`src/rtl/slice_loader.sv`:
```
// slice_loader
// Input-side stage of the matrix encoder. Deserialises a 1-bit, MSB-first
// input stream into N-bit slices and hands them, one at a time, to the
// encoder datapath over a valid/ready handshake. A frame is S slices whose
// indices count down from S-1 to 0, matching the encoder's slice counter.
//
// Ports:
//   clk          clock, all logic on the rising edge
//   rst          synchronous active-low reset
//   start        one-cycle frame request, honoured only in IDLE
//   bit_in       serial data, first bit becomes slice bit N-1
//   bit_valid    bit_in is valid this cycle
//   bit_ready    loader accepts a bit this cycle
//   slice_out    held slice
//   slice_idx    index of the slice on slice_out (S-1 down to 0)
//   slice_valid  slice_out / slice_idx are valid
//   slice_ready  downstream accepts the slice
//   busy         frame in progress
//   done         one-cycle pulse after the last slice is accepted
module slice_loader #(
  parameter int N  = 25,
  parameter int S  = 64,
  parameter int IW = 6
) (
  input  logic          clk,
  input  logic          rst,
  input  logic          start,
  input  logic          bit_in,
  input  logic          bit_valid,
  output logic          bit_ready,
  output logic [N-1:0]  slice_out,
  output logic [IW-1:0] slice_idx,
  output logic          slice_valid,
  input  logic          slice_ready,
  output logic          busy,
  output logic          done
);

  localparam int CW = $clog2(N + 1);
  localparam logic [CW-1:0] BitsFull = CW'(N);
  localparam logic [CW-1:0] BitsLast = CW'(N - 1);
  localparam logic [IW:0]   LoadMax  = (IW + 1)'(S);
  localparam logic [IW-1:0] IdxTop   = IW'(S - 1);

  typedef enum logic [1:0] {
    StIdle,
    StRun,
    StDone
  } state_e;

  state_e        state_q;
  logic [N-1:0]  sh_q;
  logic [CW-1:0] bitCnt_q;
  logic [N-1:0]  hold_q;
  logic          holdFull_q;
  logic [IW:0]   loaded_q;
  logic [IW-1:0] idx_q;

  logic          bitTake;
  logic          sliceTake;
  logic          sliceComplete;
  logic          transfer;
  logic [N-1:0]  shNext_d;
  logic [N-1:0]  completed_d;

  // A parked full slice (bitCnt_q == N) blocks further bits until the hold
  // register frees up; no bits at all once the whole frame has been loaded.
  assign bit_ready   = (state_q == StRun) && (loaded_q < LoadMax) && (bitCnt_q != BitsFull);
  assign slice_valid = holdFull_q;
  assign slice_out   = hold_q;
  assign slice_idx   = idx_q;
  assign busy        = (state_q != StIdle);
  assign done        = (state_q == StDone);

  // A slice is complete either because its last bit lands this cycle or
  // because it has been parked in sh_q waiting for the hold register. The
  // move into hold may ride on the same edge as the downstream handshake,
  // which keeps slice_valid high without a bubble after a stall.
  always_comb begin
    bitTake       = bit_valid && bit_ready;
    sliceTake     = holdFull_q && slice_ready;
    shNext_d      = {sh_q[N-2:0], bit_in};
    sliceComplete = (bitTake && (bitCnt_q == BitsLast)) || (bitCnt_q == BitsFull);
    completed_d   = (bitCnt_q == BitsFull) ? sh_q : shNext_d;
    transfer      = (state_q == StRun) && sliceComplete && (!holdFull_q || sliceTake);
  end

  always_ff @(posedge clk) begin
    if (!rst) begin
      state_q    <= StIdle;
      sh_q       <= '0;
      bitCnt_q   <= '0;
      hold_q     <= '0;
      holdFull_q <= 1'b0;
      loaded_q   <= '0;
      idx_q      <= IdxTop;
    end else begin
      case (state_q)
        StIdle: begin
          if (start) begin
            state_q  <= StRun;
            bitCnt_q <= '0;
            loaded_q <= '0;
            idx_q    <= IdxTop;
          end
        end

        StRun: begin
          if (bitTake) begin
            sh_q <= shNext_d;
          end

          if (transfer) begin
            hold_q     <= completed_d;
            holdFull_q <= 1'b1;
            bitCnt_q   <= '0;
            loaded_q   <= loaded_q + 1'b1;
          end else if (bitTake) begin
            bitCnt_q <= bitCnt_q + 1'b1;
          end

          // The index-0 handshake can never coincide with a transfer because
          // every slice of the frame has already been loaded by then.
          if (sliceTake) begin
            if (idx_q == '0) begin
              state_q    <= StDone;
              holdFull_q <= 1'b0;
            end else begin
              idx_q <= idx_q - 1'b1;
              if (!transfer) begin
                holdFull_q <= 1'b0;
              end
            end
          end
        end

        StDone: begin
          bitCnt_q <= '0;
          loaded_q <= '0;
          idx_q    <= IdxTop;
          state_q  <= StIdle;
        end

        default: begin
          state_q <= StIdle;
        end
      endcase
    end
  end

endmodule

```
`config.mk`:
```
export PLATFORM = sky130hd
export DESIGN_NAME = slice_loader
export DESIGN_NICKNAME = d
export VERILOG_FILES = /design/src/rtl/slice_loader.sv
export SDC_FILE = /design/constraint.sdc
export NUM_CORES = 1
export LEC_CHECK = 0
export CAP_MARGIN = 15
export CORE_MARGIN = 10
export CORE_UTILIZATION = 53
export DETAILED_ROUTE_END_ITERATION = 16
export DONT_BUFFER_PORTS = 1
export PLACE_DENSITY = 0.68
export SKIP_LAST_GASP = 1
export SLEW_MARGIN = 20
export SYNTH_ARGS = -nofsm -noshare
export SYNTH_HDL_FRONTEND = slang
export SYNTH_SLANG_ARGS = --single-unit
```
`constraint.sdc`:
```
create_clock -name clk -period 2.6 [get_ports clk]
set_clock_uncertainty 0.05 [all_clocks]
set_input_delay 0.52 -clock clk [delete_from_list [all_inputs] [get_ports clk]]
set_output_delay 0.52 -clock clk [all_outputs]
set_load 0.005 [all_outputs]
```
# Word level (Yosys, flattened, before mapping)

Cells that the tools add are included.

Add/sub/neg operators: 3
Multipliers: 0
Divide/modulo/power cells: 0
Order comparisons: 1
Eq/ne operators: 11
Shift-type cells: 0
Muxes and demuxes: 20
Bitwise logic cells: 0
Reductions and logical operators: 20

Operators by type and width:

| operator              | number |
|---|---|
| $mux W25              | 1 |
| $pmux W7 S3           | 1 |
| $mux W6               | 3 |
| $pmux W6 S3           | 1 |
| $mux W5               | 3 |
| $pmux W5 S3           | 1 |
| $mux W7               | 2 |
| $eq A5 B5 Y1 const B  | 2 |
| $reduce_and A3 Y1     | 3 |
| $ne A2 B2 Y1 const B  | 4 |
| $add A7 B1 Y7 const B | 1 |
| $logic_and A1 B1 Y1   | 7 |
| $lt A7 B7 Y1 const B  | 1 |
| $logic_not A6 Y1      | 1 |
| $mux W2               | 3 |
| $sub A6 B1 Y6 const B | 1 |
| $add A5 B1 Y5 const B | 1 |
| $ne A5 B5 Y1 const B  | 1 |
| $mux W1               | 4 |
| $pmux W2 S2           | 1 |
| $reduce_and A2 Y1     | 2 |
| $reduce_and A4 Y1     | 1 |
| $ne A3 B3 Y1 const B  | 1 |
| $reduce_bool A3 Y1    | 1 |
| 7 further kinds       | 8 |

Register bits after elaboration: 71
Bits in latches: 0
Memory bits (writable): 0
ROM bits: 0
Input port bits: 6
Output and inout port bits: 35
Logic and storage cells: 62
Memories kept: 0

# Depth between registers and ports, before layout

Gate-level depths: netlist (run 1).

Depth after elaboration: 12
Mapped depth: 8
Gate-level depth less buffers: 6

# Least setup slack after synthesis (run 1)

OpenSTA, ideal clock, no wires.

Path type: register to register
Start: register bitCnt_q[0]
End: register loaded_q[0]
Arrival time: 1.709 ns
Data required time: 2.429 ns
Slack: 0.720 ns
Cell stages (with the launch flop): 9
Buffers on the path: 2
Period minus slack after synthesis: 1.880 ns
Cells stage by stage: dfxtp_1 -> inv_1 -> ha_1 -> and3b_1 -> o2111a_1 -> buf_6 -> and3_1 -> buf_2 -> mux2_2

Longest elaborated chain between the ends: 9
Elaborated cells on any way between the ends: 11
Those cells by class: eq/ne (4); reduce/logical (7)

Ends and longest elaborated chain:

| item                                 | line | text |
|---|---|---|
| start: declaration                   | 53   | `logic [CW-1:0] bitCnt_q;` |
| start signal: assignment             | 119  | `bitCnt_q <= bitCnt_q + 1'b1;` |
| $ne A5 B5 Y1                         | 68   | `assign bit_ready = (state_q == StRun) && (loaded_q < LoadMax) && (bitCnt_q != BitsFull);` |
| $logic_and A1 B1 Y1                  | 68   |  |
| $logic_and A1 B1 Y1                  | 80   | `bitTake = bit_valid && bit_ready;` |
| $logic_and A1 B1 Y1                  | 83   | `sliceComplete = (bitTake && (bitCnt_q == BitsLast)) \|\| (bitCnt_q == BitsFull);` |
| $logic_or A1 B1 Y1 *                 | 83   |  |
| $logic_and A1 B1 Y1 * (2 in a row)   | 85   | `transfer = (state_q == StRun) && sliceComplete && (!holdFull_q \|\| sliceTake);` |
| $ne A2 B2 Y1 (no source line) *      | --   |  |
| $reduce_and A3 Y1 (no source line) * | --   |  |
| end signal: assignment               | 117  | `loaded_q <= loaded_q + 1'b1;` |
| end: declaration                     | 56   | `logic [IW:0] loaded_q;` |

Mark *: on every way between the ends. The rest lies on a longest branch, timed or not.
A chain may end at the register's enable or synchronous reset.

# Final worst setup path (run 1)

Start: register bitCnt_q[1]
End: output port bit_ready

Longest elaborated chain between the ends: 2

Ends and longest elaborated chain:

| item                | line | text |
|---|---|---|
| $ne A5 B5 Y1        | 68   |  |
| $logic_and A1 B1 Y1 | 68   |  |
| end: declaration    | 30   | `output logic bit_ready,` |

No other way between the ends.

==> flow_summary.json, run 1 <==
{
  "grt_max_degree": 53,
  "clkTransAtPathRegs_ns": 0.07,
  "drive_gt1_frac": 0.0716,
  "worstPathArrival_ns": 1.48,
  "total_leakage_power_nw": 1.14,
  "p_sw_mw": 0.445,
  "instances_no_fill": 449,
  "grt.busiest_layer": "met2",
  "rows": 27,
  "hold_ws_ns": 0.219,
  "dpl-instance-area_um2": 3120,
  "cts_sinks": 71,
  "drc_errors": 0,
  "required_ns": 2.03,
  "dp_hpwl_mm": 4.34,
  "seq_area_frac_synth": 0.454,
  "synthCells": 379,
  "critical_path.startpoint_type": "register",
  "combPwrFrac": 0.033,
  "final_common_cell": "nand2_1",
  "antenna_found_initial": 0,
  "syn-num-nets": 391,
  "ctsResizeCount": 0,
  "cts_tree": "done",
  "clk_path_buf_depth": 2,
  "synthesis.area_um2": 3130,
  "crit_path_end_kind": "output pin",
  "dr.pass1.iters": 4,
  "antenna_left": 0,
  "vias": 2559,
  "portBuffers": 0,
  "synth_top_area_frac": 0.454,
  "timing.rr.start": "bitCnt_q[0]",
  "use_met3": 0.0454,
  "use_met1": 0.170,
  "dp.cells": 433,
  "cts.htree.levels": 3,
  "io_pins": 41,
  "worst_pin_slew_ns": 0.546,
  "die_h_um": 96.8,
  "yosys-top-cells-area": "dfxtp_1, nand2_1, a311oi_1, a21oi_1, nor2_1",
  "gp_congestion": 0.800,
  "track_usage": 0.139,
  "hold_viol": 0,
  "synth-edff-count": 0,
  "async_reset_ff_frac": 0,
  "grt_setup_unrepaired": "no",
  "antenna-diode-count": 0,
  "grt-ovfl-total": 0,
  "status": "completed",
  "fin_crit_sh": 0.790,
  "post_cts_buffers": 0,
  "layout_common_cells": "nand2_1, dfxtp_1, nor2_1",
  "nFillCells": 527,
  "grt_util_met2": 0.216,
  "worstHoldPathType": "input port to register",
  "pwr-share-seq": 0.532,
  "wirelength_mm": 6.69,
  "worstSkewPairLatency_ns": 0.33,
  "total_power_mw": 2.05,
  "synth_area_leader_cell": "dfxtp_1",
  "syn_area_per_cell_um2": 8.26,
  "drv_cap": 0,
  "fmax_ghz": 0.487,
  "coreArea_um2": 5610,
  "reg2reg_to": "slice_out[6]",
  "hold_end": "slice_idx[1]",
  "r2r_slack_ns": 0.56,
  "die_w_um": 96.8,
  "postCtsHoldBufs": 0,
  "yosysWarnings": 0,
  "start_util": 0.558,
  "r2r_cells": 7,
  "p_int_mw": 1.61,
  "p_per_area_nw_per_um2": 618,
  "power.share.clock": 0.435,
  "fin_area_um2": 3330,
  "ys_ff_latch": 71,
  "synth.distinct_cells": 45,
  "yosys_most_used_dff": "dfxtp_1",
  "nets": 384,
  "cts_buffers": 9,
  "cts_root_buffer": "clkbuf_8",
  "period_needed_ns": 2.05,
  "fp.dieArea_um2": 9380,
  "setup_viol": 0,
  "first_iter_violations": 118,
  "critPathKind": "register to output pin",
  "setup_tns_ns": 0,
  "post_drt_wl_per_cell_um": 14.9,
  "hold_start": "rst",
  "routed_via_density": 5.70,
  "drv_slew": 0,
  "relSlewSlack": 0.632,
  "grt_pass1_vias": 2323,
  "grt_pass1_wl_mm": 11.3,
  "syn2layout_area_growth_pct": 6.28,
  "path_max_fanout": 5,
  "min_path_cells": 1,
  "peakVddDrop_mv": 0.371,
  "p_sw_frac": 0.216
}
state kept, by name, summed over array words and instances, names as in the netlist:
register and count:
bitCnt_q 5, loaded_q 7, sh_q 25, slice_idx 6, slice_out 25, slice_valid 1, state_q 2
power by group through the flow:
| stage | combinational (mW) | clock, mW | sequential (mW) |
|---|---|---|---|
| 3_3_place_gp | 0.0684 | 0 | 1.12 |
| 2_1_floorplan | 0.0549 | 0 | 1.12 |
| 3_5_place_dp | 0.0682 | 0 | 1.12 |
| 4_1_cts | 0.0687 | 0.916 | 1.09 |
| 6_report | 0.0684 | 0.893 | 1.09 |
| 5_1_grt | 0.0757 | 0.956 | 1.09 |
routing by layer:
layer,vias up,part of all wire
met3,5,0.066
met4,0,0.010
met1,1200,0.47
met2,52,0.46
met5,-,0
li1,1302,-
layout make-up:
type	instances	area (µm²)	area share
multi-input combinational	277	1540	0.462
sequential	71	1420	0.427
clock inverter	2	38.8	0.0117
inverter	6	22.5	0.00677
clock buffer	14	163	0.0489
tap	72	90.1	0.0271
timing repair buffer	7	52.6	0.0158
Yosys cell counts, drive strengths merged (3+ instances only):
cell type,instances
nand2,107
dfxtp,71
nor2,31
a21oi,29
a311oi,26
buf,15
clkbuf,10
and3,8
nor2b,7
ha,6
nor3,6
a22o,5
inv,5
nand3,5
o22ai,5
and2,4
o21ai,4
xor2,3
kinds of logic (layout without fill, tap and decap cells):
kind of cell               Yosys count  in the layout  share of synthesized area
and+or+nand+nor                    184            184                      0.264
buffers and inverters               31             29                     0.0548
muxes                                3              3                     0.0100
xor gates and xnor gates             5              5                     0.0140
AOI/OAI and AO/OA                   79             79                      0.179
adders and majority gates            6              6                     0.0240
DFF                                 71             71                      0.454
worst max-delay path: stages, from the launching register on:
cell and delay (ns):
dfxtp_1 0.37, inv_1 0.08, ha_1 0.25, and2_1 0.18, nor3b_1 0.28
worst max path at each step:
stage	from	slack, ns	depth (start not counted)	to
floorplan	bitCnt_q[0]	0.72	8	loaded_q[0]
global placement	bitCnt_q[0]	0.66	7	slice_out[18]
detailed placement	bitCnt_q[0]	0.56	7	slice_out[4]
CTS	bitCnt_q[1]	0.50	4	bit_ready
global route	bitCnt_q[0]	0.33	7	slice_out[5]
finish	bitCnt_q[1]	0.55	4	bit_ready
through the flow:
step,setup WS (ns),util
floorplan,0.720,-
global placement,0.659,0.557
detailed placement,0.556,0.557
CTS,0.502,0.593
global route,0.333,0.593
finish,0.546,0.593
Note: power is estimated with default switching activity, not from simulation.
==> run 2, diff against run 1 <==
--- a/config.mk
+++ b/config.mk
@@ -10,7 +10,7 @@
 export CORE_UTILIZATION = 53
 export DETAILED_ROUTE_END_ITERATION = 16
 export DONT_BUFFER_PORTS = 1
-export PLACE_DENSITY = 0.68
+export PLACE_DENSITY = 0.71
 export SKIP_LAST_GASP = 1
 export SLEW_MARGIN = 20
 export SYNTH_ARGS = -nofsm -noshare
==> constraint.sdc (replaced) <==
create_clock -name clk -period 1.6 [get_ports clk]
set_clock_uncertainty 0.05 [all_clocks]
set_input_delay 0.32 -clock clk [delete_from_list [all_inputs] [get_ports clk]]
set_output_delay 0.32 -clock clk [all_outputs]
set_load 0.005 [all_outputs]
==> flow_summary.json, run 2 (synthesis results as in run 1) <==
{
  "status": "finished, violations left",
  "failed_checks": "setup timing",
  "crit_path_end_kind": "register",
  "peakVddDrop_mv": 0.728,
  "path_max_fanout": 6,
  "p_sw_frac": 0.213,
  "dr.pass1.iters": 5,
  "worstSkewPairLatency_ns": 0.33,
  "cts_root_buffer": "clkbuf_8",
  "post_drt_wl_per_cell_um": 14.7,
  "cts_sinks": 71,
  "worstHoldPathType": "input port to register",
  "gp_congestion": 0.876,
  "nets": 410,
  "drv_slew": 0,
  "fin_crit_sh": 1.03,
  "vias": 2677,
  "fmax_ghz": 0.606,
  "drv_cap": 0,
  "worst_pin_slew_ns": 0.547,
  "first_iter_violations": 153,
  "fp.dieArea_um2": 9380,
  "combPwrFrac": 0.045,
  "hold_viol": 0,
  "track_usage": 0.141,
  "crit_slowest_cell": "dfxtp_2",
  "io_pins": 41,
  "cts_buffers": 9,
  "clkTransAtPathRegs_ns": 0.07,
  "antenna-diode-count": 0,
  "grt_pass1_vias": 2412,
  "grt_max_degree": 53,
  "grt-ovfl-total": 0,
  "dp_hpwl_mm": 4.58,
  "antenna_left": 0,
  "hold_ws_ns": 0.0515,
  "setup_ws_ns": -0.0492,
  "die_w_um": 96.8,
  "path_cells": "inv_4 > ha_4 > and3b_1 > o2111a_2 > and3_4 > mux2_2",
  "drive_gt1_frac": 0.181,
  "clk_path_buf_depth": 2,
  "rows": 27,
  "cts.htree.levels": 3,
  "pwr-share-seq": 0.507,
  "critPathKind": "register to register",
  "critical_path.startpoint_type": "register",
  "wirelength_mm": 6.97,
  "drc_errors": 0,
  "final_common_cell": "nand2_1",
  "grt_setup_unrepaired": "yes",
  "critPathTopFamily": "simple AND/OR/NAND/NOR gates",
  "period_needed_ns": 1.65,
  "routed_via_density": 5.64,
  "power.share.clock": 0.448,
  "grt_pass1_wl_mm": 11.6,
  "portBuffers": 0,
  "final_core_util": 0.664,
  "p_int_mw": 2.76,
  "die_h_um": 96.8,
  "required_ns": 1.77,
  "layout_common_cells": "nand2_1, dfxtp_1, nor2_1",
  "slowest_delay_ns": 0.36,
  "p_per_area_nw_per_um2": 940,
  "syn2layout_area_growth_pct": 19.1,
  "antenna_found_initial": 0,
  "total_leakage_power_nw": 1.33,
  "worstPathArrival_ns": 1.82,
  "crit_buf_inv": 1,
  "p_sw_mw": 0.745,
  "cts_tree": "done",
  "start_util": 0.558,
  "coreArea_um2": 5610,
  "setup_viol": 15,
  "relSlewSlack": 0.635
}
-- run 2: cell types whose count changed in the layout (fill, tap and decap cells not counted), sizes merged --
cell	before	now
dlygate4sd3	0	1
buf	7	31
clkinv	2	3
clkbuf	14	12
clkinvlp	0	1
bufinv	1	2
-- run 2: layer usage --
metal | global-route usage | share of wire | up-vias | wire length (µm)
met2 | 0.220 | 0.47 | 70 | 3270
li1 | - | - | 1355 | -
met3 | 0.0476 | 0.070 | 8 | 488
met5 | 0 | 0 | - | 0
met4 | 0.0575 | 0.011 | 0 | 74
met1 | 0.173 | 0.45 | 1244 | 3140
-- run 2: worst paths after layout --
| check | start | end | slack (ns) | cells past startpoint |
|---|---|---|---|---|
| max reg2reg | bitCnt_q[1] | loaded_q[0] | -0.05 | 6 |
| max | bitCnt_q[1] | loaded_q[0] | -0.05 | 6 |
| min | rst | slice_valid | 0.05 | 1 |
| min reg2reg | sh_q[24] | sh_q[24] | 0.41 | 2 |
-- run 2: stage by stage --
stage	power (mW)	setup WS, ns	setup TNS [ns]	instance area, µm²	std cells
finish	3.50	-0.0492	-0.288	3730	475
global route	3.60	-0.115	-2.57	3730	475
CTS	3.53	-0.0579	-0.675	3650	473
detailed placement	1.95	-0.0950	-2.03	3370	454
global placement	1.95	-0.0608	-0.366	3370	454
floorplan	1.91	-0.163	-0.755	3160	379
-- run 2: repair_timing --
| action | 4_1_cts | 5_1_grt |
|---|---|---|
| pin swaps | 3 | 4 |
| gates cloned | 0 | 1 |
| resized for setup | 10 | 15 |
| endpoints found under the hold margin | 1 | 0 |
| setup endpoints to repair | 61 | 57 |
| hold buffers | 1 | 0 |
| buffers inserted | 2 | 1 |
-- run 2: layout make-up --
| class | instances | area, µm² |
|---|---|---|
| Inverter | 6 | 25.0 |
| Clock inverter | 5 | 81.3 |
| Tap cell | 72 | 90.1 |
| Timing Repair Buffer | 33 | 342 |
| Clock buffer | 11 | 141 |
| Multi-Input combinational cell | 277 | 1610 |
| Fill cell | 469 | 1880 |
| Sequential cell | 71 | 1430 |
-- run 2: power groups by stage --
stage / Clock (mW) / Combinational (mW) / Sequential [mW]
CTS: 1.61 / 0.145 / 1.78
finish: 1.57 / 0.157 / 1.78
floorplan: 0 / 0.0919 / 1.82
global route: 1.66 / 0.172 / 1.78
global placement: 0 / 0.134 / 1.82
detailed placement: 0 / 0.136 / 1.82
